### config.mk
export PLATFORM = sky130hd
export DESIGN_NAME = fpga_ram_tcdm_bridge
export DESIGN_NICKNAME = d
export VERILOG_FILES = /design/src/rtl/fpga_ram_tcdm_bridge.sv
export SDC_FILE = /design/constraint.sdc
export NUM_CORES = 1
export LEC_CHECK = 0
export ABC_CLOCK_PERIOD_IN_PS = 1100
export CORE_AREA = 2 2 73 75
export CTS_CLUSTER_DIAMETER = 40
export DETAILED_ROUTE_END_ITERATION = 10
export DIE_AREA = 0 0 75 77
export PLACE_DENSITY = 0.76
export SLEW_MARGIN = 0
export SYNTH_ARGS = -nofsm -noshare
export SYNTH_HDL_FRONTEND = slang
export SYNTH_SLANG_ARGS = --single-unit
### constraint.sdc
create_clock -name clk_i -period 1.1 [get_ports clk_i]
set_input_delay 0.11 -clock clk_i [delete_from_list [all_inputs] [get_ports clk_i]]
set_output_delay 0.11 -clock clk_i [all_outputs]
set_load 0.03 [all_outputs]
### src/rtl/fpga_ram_tcdm_bridge.sv
// ----------------------------------------------------------------------------
// fpga_ram_tcdm_bridge
//
// Purpose:
//   Bridges a single-master TCDM port onto a private single-port RAM bank.
//   The RAM read data is registered (1-cycle latency). Every granted
//   request, read or write, gets exactly one response on the next cycle.
//   Grants are combinational and have zero wait states once the bridge is
//   ready.
//
//   Optional feature (macro FPGA_RAM_SCRUB_EN): after reset, the bridge
//   first zero-fills the whole bank with one write per cycle, walking
//   addresses 0 .. 2**ADDR_WIDTH-1. TCDM traffic is held off (gnt_o = 0)
//   until the last scrub write has been issued. Without the macro, the
//   bridge is ready from the first cycle after reset release and no scrub
//   logic is built.
//
// Parameters:
//   ADDR_WIDTH  RAM word-address width; must match the attached bank.
//
// Ports:
//   clk_i        clock, rising edge
//   rst_ni       synchronous active-low reset
//   req_i        TCDM request
//   gnt_o        TCDM grant
//   add_i        TCDM byte address; only bits [ADDR_WIDTH+1:2] are used
//   wen_i        0 = write, 1 = read
//   be_i         byte enables
//   wdata_i      write data
//   r_valid_o    response valid, one cycle after each grant
//   r_rdata_o    read data (zero for write responses and when idle)
//   init_done_o  high while the bridge accepts traffic
//   ram_csn_o    RAM chip select, active low
//   ram_wen_o    RAM write enable, active low
//   ram_be_o     RAM byte enables
//   ram_addr_o   RAM word address
//   ram_wdata_o  RAM write data
//   ram_rdata_i  RAM read data, valid the cycle after a read access
// ----------------------------------------------------------------------------
module fpga_ram_tcdm_bridge #(
    parameter int unsigned ADDR_WIDTH = 12
) (
    input  logic                  clk_i,
    input  logic                  rst_ni,
    input  logic                  req_i,
    output logic                  gnt_o,
    input  logic [31:0]           add_i,
    input  logic                  wen_i,
    input  logic [3:0]            be_i,
    input  logic [31:0]           wdata_i,
    output logic                  r_valid_o,
    output logic [31:0]           r_rdata_o,
    output logic                  init_done_o,
    output logic                  ram_csn_o,
    output logic                  ram_wen_o,
    output logic [3:0]            ram_be_o,
    output logic [ADDR_WIDTH-1:0] ram_addr_o,
    output logic [31:0]           ram_wdata_o,
    input  logic [31:0]           ram_rdata_i
);

    logic                  ready;
    logic                  scrub_act;
    logic [ADDR_WIDTH-1:0] scrub_addr;
    logic                  vld_p1;
    logic                  rd_p1;

    // Address bits outside the word index are intentionally ignored.
    logic unused_addr_bits;
    assign unused_addr_bits = ^{add_i[31:ADDR_WIDTH+2], add_i[1:0]};

`ifdef FPGA_RAM_SCRUB_EN
    typedef enum logic {
        SCRUB = 1'b0,
        READY = 1'b1
    } state_e;

    state_e                state_q, state_d;
    logic [ADDR_WIDTH-1:0] cnt_q, cnt_d;

    always_ff @(posedge clk_i) begin
        if (!rst_ni) begin
            state_q <= SCRUB;
            cnt_q   <= '0;
        end else begin
            state_q <= state_d;
            cnt_q   <= cnt_d;
        end
    end

    // The counter stops on the all-ones address instead of wrapping, so
    // address 0 is never rewritten; READY is terminal until reset.
    always_comb begin
        state_d = state_q;
        cnt_d   = cnt_q;
        if (state_q == SCRUB) begin
            if (&cnt_q) begin
                state_d = READY;
            end else begin
                cnt_d = cnt_q + ADDR_WIDTH'(1);
            end
        end
    end

    assign ready      = (state_q == READY);
    assign scrub_act  = rst_ni && (state_q == SCRUB);
    assign scrub_addr = cnt_q;
`else
    logic init_done_q;

    always_ff @(posedge clk_i) begin
        if (!rst_ni) begin
            init_done_q <= 1'b0;
        end else begin
            init_done_q <= 1'b1;
        end
    end

    assign ready      = init_done_q;
    assign scrub_act  = 1'b0;
    assign scrub_addr = '0;
`endif

    // rst_ni gates the grant so no access leaks out while reset is applied,
    // even before the first reset edge has cleared the state register.
    assign gnt_o       = req_i && ready && rst_ni;
    assign init_done_o = ready;

    always_comb begin
        ram_csn_o   = 1'b1;
        ram_wen_o   = 1'b1;
        ram_be_o    = 4'h0;
        ram_addr_o  = '0;
        ram_wdata_o = 32'h0;
        if (scrub_act) begin
            ram_csn_o   = 1'b0;
            ram_wen_o   = 1'b0;
            ram_be_o    = 4'hF;
            ram_addr_o  = scrub_addr;
            ram_wdata_o = 32'h0;
        end else if (ready) begin
            ram_csn_o   = ~(req_i & gnt_o);
            ram_wen_o   = wen_i;
            ram_be_o    = be_i;
            ram_addr_o  = add_i[ADDR_WIDTH+1:2];
            ram_wdata_o = wdata_i;
        end
    end

    // ---- stage p0 -> p1: grant registered alongside the RAM access ----
    always_ff @(posedge clk_i) begin
        if (!rst_ni) begin
            vld_p1 <= 1'b0;
        end else begin
            vld_p1 <= gnt_o;
        end
    end

    always_ff @(posedge clk_i) begin
        rd_p1 <= wen_i;
    end

    // ---- stage p1: response, RAM read data arrives this cycle ----
    assign r_valid_o = vld_p1;
    assign r_rdata_o = (vld_p1 && rd_p1) ? ram_rdata_i : 32'h0;

endmodule

## Word-level counts from Yosys, hierarchy flattened

Index checks and enable logic that the tools add are counted.

- Reductions and logical operators: 3
- Bitwise logic cells: 2
- Multiply operators: 0
- Muxes and demuxes: 7
- Divide/modulo/power cells: 0
- Add/subtract/negate cells: 0
- Shift-type cells: 0
- Order comparisons: 0
- Equality and inequality tests: 0

Operators by type and width:

| operator | number |
|---|---|
| two-way mux 32 bit | 2 |
| two-way mux 12 bit | 1 |
| two-way mux 4 bit | 1 |
| logical AND 1 bit | 3 |
| two-way mux 1 bit | 3 |
| bitwise AND 1 bit | 1 |
| inverter 1 bit | 1 |

- ROM bits: 0
- RAM bits: 0
- Register bits: 3
- Latch bits: 0
- Word-level logic and storage cells: 15
- Output and inout bits: 85
- Input bits: 104
- Memories: 0

## Logic depth before layout (Yosys ltp)

- Depth after elaboration: 5
- Depth in mapped cells: 2
- Depth with buffers taken out: 1

## Least setup slack after synthesis

Ideal clock, no wire load.

- Kind: register to output
- From: register init_done_q, in the netlist init_done_o
- To: output port gnt_o
- Cell stages (with the launch flop): 3
- Arrival: 1.116 ns
- Slack: -0.126 ns
- Required time: 0.990 ns
- Buffers on the path: 1
- Path through: dfxtp_1 -> clkbuf_2 -> and3_1

- Cells in the longest elaborated chain, start to end: 2

Ends and longest elaborated chain:

| item | line | source |
|---|---|---|
| start: declaration | 109 | `logic init_done_q;` |
| start signal: assignment | 113 | `init_done_q <= 1'b0;` |
| start signal: assignment | 115 | `init_done_q <= 1'b1;` |
| logical AND 1 bit (2 in a row) | 126 | `assign gnt_o = req_i && ready && rst_ni;` |
| end: declaration | 46 | `output logic gnt_o,` |

Every way passes these cells.

## Worst setup path in the final report

- From: register vld_p1, in the netlist r_valid_o
- To: output port r_rdata_o[21]

- Cells in the longest elaborated chain, start to end: 2

Ends and longest elaborated chain:

| item | line | source |
|---|---|---|
| start: declaration | 65 | `logic vld_p1;` |
| start signal: assignment | 155 | `vld_p1 <= gnt_o;` |
| logical AND 1 bit | 165 | `assign r_rdata_o = (vld_p1 && rd_p1) ? ram_rdata_i : 32'h0;` |
| two-way mux 32 bit | 165 |  |
| end: declaration | 52 | `output logic [31:0] r_rdata_o,` |

Every way passes these cells.

==> results.toml <==
[synthesis]
ys_seq_area_share_pct = 9.20
synth_compound_area_share_pct = 0
synth_area_um2 = 653
synth-simple-area-share_pct = 82.4
synth_mux_area_share_pct = 0
synth-xor-area-share_pct = 0
synthesis.nets = 202
synthAdderAreaFrac_pct = 0
ys_types = 9
synth_cells = 98
yosysWarnings = 0
synth-seq-cells = 3
avgSynthCellArea_um2 = 6.66
synth_top_family_by_area = "simple AND/OR/NAND/NOR gates"

[routing]
vias = 1407
viasPerCell = 4.18
drc = 0
drt-wirelength-per-cell_um = 14.0
dr.first_iter.drc_count = 16
drtPass1Iterations = 4
drt_wl_total_um = 4710
postRouteAntennaNets = 0

[pwr]
leakage_nw = 1.30
max-vdd-ir-drop_mv = 0.402
power_density_nw_per_um2 = 528

[global_routing]
grt_overflow_total = 0
met3_usage_pct = 6.96
antenna_found_initial = 0
grt_pass1_vias = 1366
grt-busiest-layer = "met2"
grtUsageMet2_pct = 24.4
grt_max_degree = 33
grt_usage_pct = 13.8
grt_pass1_wl_um = 6290
use_met1_pct = 14.3

[setup_path]
crit_fanout = 17
critPathArrivalTime_ps = 1090
cp-end-kind = "output port"
crit_required_ps = 990
path_class = "reg -> out"
cp-start-kind = "register"

[finish]
area_growth_pct = 331
fin_cells = 337
n_fill_cell = 453
layout.nets = 372
antenna_cells = 0
drive_above_1_share_pct = 49.8

[timing]
relSlewSlack_pct = 88.3
fin_crit_ps = 1200
fin_skew_ps = 0.0545
setup_viol = 82
finalWorstSetupSlack_ps = -102
hold_violations = 0
hold_ws_ps = 374
period_share_pct = 109
worst_slew_pin_slew_ps = 174
fmaxAchievable_ghz = 0.832
fin_setup_tns_ps = -4800
rsz0062_at_grt = "yes"
drv_slew = 0

[floorplanning]
die_area_um2 = 5780
start_util_pct = 13.1
rows = 26
core_um2 = 4980
die_w_um = 75
die_y_um = 77
io_pins = 189

[hold_path]
hp-class = "in -> reg"

[clocking]
cts_tree = "yes"
clk_latency_ps = 210
cts_max_path_buffers = 2
htree_levels = 1
cts_buffers = 3
cts.sinks = 3
ctsRootBufferMaster = "clkbuf_8"
hold_buffers = 0
cts.clk_slew.worst_paths_ps = 30

[placed_design]
gp_congestion = 0.690
dpl.hpwl_um = 3150
portBuffers = 168
post-place-cells = 328

[job]
cap_violations = 0

[outcome]
status = "complete, but fails checks"
violations = "negative setup slack"
-- what timing repair did --
item | 4_1_cts | 5_1_grt
gates resized for setup | 98 | 25
cloned | 2 | 2
hold endpoints to repair | 0 | 0
setup endpoints to repair | 84 | 83
buffers inserted | 0 | 1
pin swaps | 0 | 9
-- cell usage after synthesis --
cell | n | area [µm²]
and3_1 | 33 | 206
dfxtp_1 | 3 | 60.1
and2_1 | 39 | 244
buf_2 | 3 | 15.0
clkbuf_2 | 8 | 40.0
nand3_1 | 1 | 5.00
or2b_1 | 1 | 7.51
and2_2 | 9 | 67.6
and3_2 | 1 | 7.51
-- report_power, final --
| group | internal (mW) | total (mW) | switching, mW |
|---|---|---|---|
| clock | 0.247 | 0.317 | 0.0703 |
| combinational | 0.606 | 1.04 | 0.438 |
| sequential | 0.112 | 0.124 | 0.0121 |
| total | 0.965 | 1.49 | 0.520 |
-- state kept, by name (all words and copies together), names as in the netlist --
signal	count
r_valid_o	1
init_done_o	1
rd_p1	1
-- layer usage --
layer  wire length, µm  up-vias
met5                 0        -
met4                42        0
met2              2330      115
li1                  -      663
met1              1690      625
met3               649        4
-- worst max-delay path, cell delays in order, from the launching register on --
cell and delay [ps]:
dfxtp_4 390, buf_12 150, and3_1 190, buf_6 140
-- worst paths after layout --
path                           to  depth (start not counted)  slack (ps)            startpoint
max reg2reg  r_valid_o$_SDFF_PN0_                          2         290   init_done_o$_DFF_P_
min                 rd_p1$_DFF_P_                          1         370                 wen_i
max                 r_rdata_o[21]                          3        -100  r_valid_o$_SDFF_PN0_
min reg2reg  r_valid_o$_SDFF_PN0_                          2         740   init_done_o$_DFF_P_
-- final cells by class --
cell class	count	area [µm²]	area share, %
Clock buffer	4	45.0	1.60
Multi-Input combinational cell	84	641	22.8
Sequential cell	3	71.3	2.53
Tap cell	70	87.6	3.11
Timing Repair Buffer	176	1970	70.0
-- through the flow --
step / utilization (%) / cell area, µm² / setup slack, ps / total power, mW
2_1_floorplan: - / 656 / 26.0 / 0.496
3_3_place_gp: 44.6 / 2220 / -334 / 0.990
3_5_place_dp: 44.6 / 2220 / -345 / 0.997
4_1_cts: 53.3 / 2660 / -89.7 / 1.45
5_1_grt: 56.5 / 2810 / -136 / 1.56
6_report: 56.5 / 2810 / -102 / 1.49
-- cells by family after synthesis --
kind of cell / after synthesis
DFF: 3
and+or+nand+nor: 84
buffers and inverters: 11
-- cells in the final DEF (no fill, tap or decap), types with 3 or more instances in the layout --
cell / synthesis / final
buf_6: 0 / 84
clkdlybuf4s50_1: 0 / 83
and2_1: 39 / 32
and3_4: 0 / 17
and3_1: 33 / 16
and2_2: 9 / 9
and2_4: 0 / 7
buf_12: 0 / 4
clkbuf_8: 0 / 3
dfxtp_4: 0 / 3
Note: power is estimated with default switching activity, not from simulation.
